`src/rtl/br_redirect_ctrl.sv`:
```
// Branch redirect sequencer between the EXU branch unit and the IFU.
// Filters stale-epoch results, issues one redirect at a time and holds flush for a drain window.
module br_redirect_ctrl #(
   parameter int unsigned EPOCH_W      = 2,
   parameter int unsigned FLUSH_CYCLES = 2,
   parameter int unsigned CNT_W        = 32
) (
   input  logic               clk,
   input  logic               rst_n,
   input  logic               ex_valid,
   output logic               ex_ready,
   input  logic               ex_redirect,
   input  logic [63:0]        ex_target,
   input  logic [EPOCH_W-1:0] ex_epoch,
   output logic               ifu_redir_valid,
   input  logic               ifu_redir_ready,
   output logic [63:0]        ifu_redir_pc,
   output logic               flush,
   output logic [EPOCH_W-1:0] cur_epoch,
   output logic [CNT_W-1:0]   redirect_cnt,
   output logic [CNT_W-1:0]   stale_cnt
);

   localparam int unsigned DRAIN_W = 4;

   typedef enum logic [1:0] {
      IDLE  = 2'd0,
      REQ   = 2'd1,
      DRAIN = 2'd2
   } state_t;

   state_t             state;
   logic [DRAIN_W-1:0] drain_cnt;

   // EXU is only accepted while no redirect is in flight
   assign ex_ready = (state == IDLE);

   always_ff @(posedge clk or negedge rst_n) begin
      if (!rst_n) begin
         state           <= IDLE;
         drain_cnt       <= '0;
         cur_epoch       <= '0;
         ifu_redir_valid <= 1'b0;
         ifu_redir_pc    <= '0;
         flush           <= 1'b0;
         redirect_cnt    <= '0;
         stale_cnt       <= '0;
      end else begin
         case (state)
            IDLE: begin
               if (ex_valid) begin
                  if (ex_epoch != cur_epoch) begin
                     if (stale_cnt != '1) stale_cnt <= stale_cnt + CNT_W'(1);
                  end else if (ex_redirect) begin
                     ifu_redir_pc    <= ex_target & ~64'h1;
                     cur_epoch       <= cur_epoch + EPOCH_W'(1);
                     ifu_redir_valid <= 1'b1;
                     flush           <= 1'b1;
                     state           <= REQ;
                  end
               end
            end
            REQ: begin
               if (ifu_redir_ready) begin
                  if (redirect_cnt != '1) redirect_cnt <= redirect_cnt + CNT_W'(1);
                  ifu_redir_valid <= 1'b0;
                  drain_cnt       <= DRAIN_W'(FLUSH_CYCLES);
                  state           <= DRAIN;
               end
            end
            DRAIN: begin
               // flush is released on the last drain cycle's edge
               drain_cnt <= drain_cnt - DRAIN_W'(1);
               if (drain_cnt == DRAIN_W'(1)) begin
                  flush <= 1'b0;
                  state <= IDLE;
               end
            end
            default: begin
               ifu_redir_valid <= 1'b0;
               flush           <= 1'b0;
               state           <= IDLE;
            end
         endcase
      end
   end

endmodule

```
`config.mk`:
```
export PLATFORM = sky130hd
export DESIGN_NAME = br_redirect_ctrl
export DESIGN_NICKNAME = d
export VERILOG_FILES = /design/src/rtl/br_redirect_ctrl.sv
export SDC_FILE = /design/constraint.sdc
export NUM_CORES = 1
export LEC_CHECK = 0
export ABC_AREA = 1
export CORE_MARGIN = 4
export CORE_UTILIZATION = 49
export DETAILED_ROUTE_END_ITERATION = 8
export PLACE_DENSITY_LB_ADDON = 0.25
export SLEW_MARGIN = 10
export SYNTH_ARGS = -nofsm -noshare
export SYNTH_HDL_FRONTEND = slang
export SYNTH_SLANG_ARGS = --single-unit
export TNS_END_PERCENT = 10
```
`constraint.sdc`:
```
create_clock -name clk -period 2.3 [get_ports clk]
set_input_delay 0.46 -clock clk [delete_from_list [all_inputs] [get_ports clk]]
set_output_delay 0.46 -clock clk [all_outputs]
set_load 0.02 [all_outputs]
```
; ---- Yosys cells after proc, flatten, opt, wreduce, memory -nomap -nowiden
; Cells that the tools add are included.
[totals]
out_inout_bits = 133
reg_bits = 137
inputBits = 71
wordCells = 50
[op_classes]
eq_ne = 11
addsub = 4
n_bitwise = 3
muxes = 15
n_reduce_logical = 9
[op_table]
columns = cell, count
row1 = $add A32 B1 Y32 const B, 2
row2 = $ne A32 B32 Y1 const B, 2
row3 = $reduce_and A5 Y1, 3
row4 = $mux W2, 5
row5 = $ne A2 B2 Y1 const B, 4
row6 = $pmux W4 S2, 1
row7 = $reduce_and A4 Y1, 2
row8 = $pmux W1 S3, 2
row9 = $pmux W2 S3, 1
row10 = $mux W1, 5
row11 = $eq A4 B1 Y1 const B, 1
row12 = $mux W4, 1
row13 = $sub A4 B1 Y4 const B, 1
row14 = $not A1 Y1, 3
row15 = $reduce_and A3 Y1, 1
row16 = $add A2 B1 Y2 const B, 1
row17 = $eq A2 B1 Y1 const B, 1
row18 = $eq A2 B2 Y1 const B, 1
row19 = $logic_not A2 Y1, 1
row20 = $ne A2 B1 Y1 const B, 1
row21 = $ne A2 B2 Y1, 1
row22 = $reduce_and A2 Y1, 1
row23 = $reduce_bool A2 Y1, 1

; ---- Logic depth before layout (Yosys ltp)
[depth]
ltp_word = 4
ltp_mapped = 11
mapped_depth_nobuf = 10

; ---- Worst setup path after synthesis
; OpenSTA, ideal clock, no wires.
[synth_path]
path_kind = register to register
from = reg redirect_cnt[0]
to = reg redirect_cnt[28]
path_buffers = 1
t_arrival_ns = 1.659
required_ns = 2.183
period_less_slack_ns = 1.776
stages_incl_launch_ff = 12
path_slack_ns = 0.524
setup_time_ns = 0.117
path_cell_list = dfrtp_1 ha_1 inv_1 nor2_2 nand2_2 nor2_4 inv_1 nand2_4 nand2_4 buf_6 nand2_1 nand2_1
[synth_between]
elab_chain_cells = 2
word_cells_on_any_way = 3
cone_classes = add/sub: 1 / eq/ne: 1 / reduce/logical: 1
[synth_lines]
columns = item, line_no
row1 = from (decl), 20  ; output logic [CNT_W-1:0] redirect_cnt,
row2 = from (signal assigned), 65  ; if (redirect_cnt != '1) redirect_cnt <= redirect_cnt + CNT_W'(1);
row3 = "parallel branches: the longest is 2 deep, another holds $add A32 B1 Y32", n/a
; Several ways; the timed one is not identified.
; A chain may end at the register's enable or synchronous reset.

; ---- Final worst setup path
[layout_path]
from = reg state[1]
to = out ex_ready
[layout_between]
elab_chain_cells = 1
[layout_lines]
columns = item, line_no
row1 = from (decl), 32  ; state_t state;
row2 = from (signal assigned), 40  ; state <= IDLE;
row3 = from (signal assigned), 59  ; state <= REQ;
row4 = from (signal assigned), 68  ; state <= DRAIN;
row5 = $logic_not A2 Y1, 36  ; assign ex_ready = (state == IDLE);
row6 = to (decl), 11  ; output logic ex_ready,
; Every way passes these cells.

==> impl_metrics.csv <==
group,metric,value,unit
synthesis,synth.yosys.warnings,0,
power_and_ir_drop,peakVddDrop,0.914,mV
synthesis,synth_enable_flop_cells,0,
clock_network,worstSkewPairLatency,0.41,ns
die,core_area,0.0148,mm2
synthesis,synthTopCellsByCount,"sky130_fd_sc_hd__nand2_1 (421), sky130_fd_sc_hd__dfrtp_1 (137), sky130_fd_sc_hd__inv_1 (122), sky130_fd_sc_hd__nor2_1 (103), sky130_fd_sc_hd__nand3_1 (71)",
setup_path,crit_arrival,1.66,ns
clock_network,cts_made_buffers,17,
die,fp-row-count,44,
place,place_area,0.00960,mm2
synthesis,synth-compound-area-share,6.39,%
sta,setup_slack,0.181,ns
setup_path,critPathRequiredTime,1.84,ns
sta,timing.setup.tns,0,ns
power_and_ir_drop,power.switching,3700,uW
drt,dr.first_iter.drc_count,582,
synthesis,postSynthCellCount,1026,
synthesis,synthXorXnorAreaFrac,3.63,%
sta,max_freq,472,MHz
die,floorplan.io_pins,204,
synthesis,post_synth_top_area_share,45.8,%
clock_network,post_cts_buffers,0,
setup_path,startpoint_type_of_the_worst_setup_path,"flop",
run,max-cap-violations,0,
clock_network,root_buffer,"sky130_fd_sc_hd__clkbuf_16",
clock_network,worst_setup_hold_path_clk_slew,0.06,ns
place,finalWeightedCongestion,0.921,
power_and_ir_drop,power_density,1010,mW/mm2
final_layout,final_layout_size_suffix_gt1_share,6.92,%
synthesis,yosys_register_bits,137,
setup_path,cp-end-kind,"output port",
synthesis,syn_avg_cell_area,7.30,um2
global_route,grt_overflow,0,
drt,drt-total-wl,19800,um
synthesis,post_synth_instance_area,0.00748,mm2
setup_path,critPathMaxFanout,4,
run_status,outcome,"finished clean",
die,fp.dieH,132,um
drt,detailed_routing_iterations_pass_1,5,
final_layout,antenna_cells_inserted,0,
synthesis,yosys-mux-area-fraction,0,%
final_layout,finalNetCount,1305,
clock_network,clock_sinks,137,
drt,detailroute.via_count,7068,
final_layout,final_core_utilization,69.2,%
synthesis,yosysMostFrequentCell,"sky130_fd_sc_hd__nand2_1",
final_layout,area_growth_syn_to_layout,36.4,%
worst_hold_path,worst_hold_path_type,"input pin to async pin",
synthesis,synth_top_flop_cell,"sky130_fd_sc_hd__dfrtp_1",
sta,clock_skew,0.00812,ns
die,fp.dieW,132,um
drt,drcViolationCount,0,
clock_network,tritoncts,"yes",
synthesis,synthDistinctLibCells,30,
synthesis,synth-seq-area-share,45.8,%
place,port-buffer-count,201,
setup_path,path_class,"flop to output port",
power_and_ir_drop,p_leak,0.00481,uW
die,design.die.area,0.0173,mm2
synthesis,mappedNetlistNets,1101,
place,place_worst_setup_slack,0.228,ns
power_and_ir_drop,p_comb_share,38.6,%
clock_network,post_cts.resized_instances,0,
sta,report.final.slew_viol_count,0,
global_route,track_usage,23.1,%
drt,wl_per_cell,13.9,um
global_route,initial_antenna_violation_count,0,
synthesis,synthTopCellsByArea,"sky130_fd_sc_hd__dfrtp_1 (46%), sky130_fd_sc_hd__nand2_1 (21%), sky130_fd_sc_hd__inv_1 (6.1%), sky130_fd_sc_hd__nor2_1 (5.2%), sky130_fd_sc_hd__nand3_1 (4.7%)",
synthesis,combinational_family_with_the_most_area_after_synthesis,"simple AND/OR/NAND/NOR gates",
drt,ant_nets,0,
synthesis,synth_fa_ha_area_share,0.669,%
sta,setup_repair_after_global_routing_missed_its_margin,"false",
sta,report.final.setup_viol,0,
synthesis,post_synth_and_or_nand_nor_area_fraction,33.5,%
clock_network,htree_levels,4,
sta,post-route-period-util,92.1,%
sta,finalHoldViolCount,0,
drt,vias_per_cell,4.95,
synthesis,async_flop_share,100,%
power_and_ir_drop,p_clk_share,26.5,%
sta,final.min_clock_period,2.12,ns
power_and_ir_drop,power_report.internal_total,6580,uW
global_route,grt_start_max_net_pins,86,
power_and_ir_drop,power_frac_seq,35.0,%
power_and_ir_drop,netSwitchingFraction,36.0,%
place,dp_hpwl,14800,um
global_route,grt_pass1_vias,6575,
synthesis,synth.largest_area_cell,"sky130_fd_sc_hd__dfrtp_1",
final_layout,design_area,0.0102,mm2
global_route,grt_pass1_wl,32800,um
die,initial_core_utilization,50.7,%
clock_network,cts_buffer_depth,2,
[path summary, 6_finish.rpt]
kind	from	end	slack (ns)	cells past startpoint
min in group clk	ifu_redir_pc[41]$_DFFE_PN0P_	ifu_redir_pc[41]$_DFFE_PN0P_	0.48	2
min	rst_n	ifu_redir_pc[9]$_DFFE_PN0P_	0.46	2
max in group asynchronous	rst_n	redirect_cnt[11]$_DFFE_PN0P_	1.15	3
max	state[1]$_DFFE_PN0P_	ex_ready	0.18	2
min reg2reg	ifu_redir_pc[41]$_DFFE_PN0P_	ifu_redir_pc[41]$_DFFE_PN0P_	0.48	2
max reg2reg	redirect_cnt[1]$_DFFE_PN0P_	redirect_cnt[19]$_DFFE_PN0P_	0.22	10
[metrics by stage]
stage / instances / hold WS [ns] / power [uW]
5_1_grt: 1427 / 0.480 / 10900
3_5_place_dp: 1394 / 0.335 / 7610
2_1_floorplan: 1026 / 0.164 / 5730
6_report: 1427 / 0.465 / 10300
4_1_cts: 1427 / 0.458 / 10400
3_3_place_gp: 1394 / 0.338 / 7510
[cell families after synthesis]
logic type | Yosys count
compound gates | 77
xor+xnor | 31
fa+ha+maj | 4
buf+inv | 156
flops | 137
other cells | 1
simple gates | 620
[critical path, cell delays in order (launching register included)]
cell and delay, ns:
sky130_fd_sc_hd__dfrtp_1 0.40, sky130_fd_sc_hd__nor2_2 0.19, sky130_fd_sc_hd__clkdlybuf4s50_1 0.65
[layout by cell type, fill, tap and decap left out, types with 4 or more instances in the layout]
| cell type | n |
|---|---|
| sky130_fd_sc_hd__buf_4 | 12 |
| sky130_fd_sc_hd__clkbuf_16 | 17 |
| sky130_fd_sc_hd__clkdlybuf4s50_1 | 200 |
| sky130_fd_sc_hd__clkinvlp_4 | 4 |
| sky130_fd_sc_hd__dfrtp_1 | 137 |
| sky130_fd_sc_hd__ha_1 | 4 |
| sky130_fd_sc_hd__inv_1 | 122 |
| sky130_fd_sc_hd__nand2_1 | 421 |
| sky130_fd_sc_hd__nand2_2 | 4 |
| sky130_fd_sc_hd__nand3_1 | 71 |
| sky130_fd_sc_hd__nand3b_1 | 4 |
| sky130_fd_sc_hd__nand4_1 | 6 |
| sky130_fd_sc_hd__nor2_1 | 103 |
| sky130_fd_sc_hd__nor2_2 | 4 |
| sky130_fd_sc_hd__o21ai_0 | 11 |
| sky130_fd_sc_hd__o21ai_1 | 40 |
| sky130_fd_sc_hd__o21ai_2 | 20 |
| sky130_fd_sc_hd__xnor2_1 | 18 |
| sky130_fd_sc_hd__xor2_1 | 13 |
[state kept, by name, summed over array words and instances, names as in the netlist]
signal           count
cur_epoch            2
drain_cnt            4
flush                1
ifu_redir_pc        63
ifu_redir_valid      1
redirect_cnt        32
stale_cnt           32
state                2
[what timing repair did]
| action | 4_1_cts | 5_1_grt |
|---|---|---|
| hold buffers | 1 | 0 |
| hold endpoints to repair | 23 | 0 |
| endpoints found under the setup margin | 0 | 0 |
[metal layers]
layer / part of all wire [%] / global-route usage, % / wire length (um) / up-vias
li1: - / - / - / 3559
met1: 42 / 29.1 / 8270 / 3229
met2: 50 / 39.1 / 9890 / 242
met3: 5.9 / 5.85 / 1160 / 38
met4: 2.4 / 7.88 / 467 / 0
met5: 0 / 0 / 0 / -
[power by group through the flow]
stage / clock network (uW) / registers [uW] / logic (uW)
global route: 2880 / 3710 / 4270
floorplan: 0 / 4400 / 1330
CTS: 2770 / 3600 / 4020
detailed placement: 0 / 3620 / 3990
global placement: 0 / 3580 / 3930
finish: 2720 / 3600 / 3960
[layout make-up]
class,count,area [um2]
clock inverters,13,144
flip-flops and latches,137,3430
clock buffers,19,453
repair buffers,217,2170
well taps,184,230
multi-input cells,733,3310
inverters,124,465
fillers,1229,4550
(Power assumes the default switching activity.)
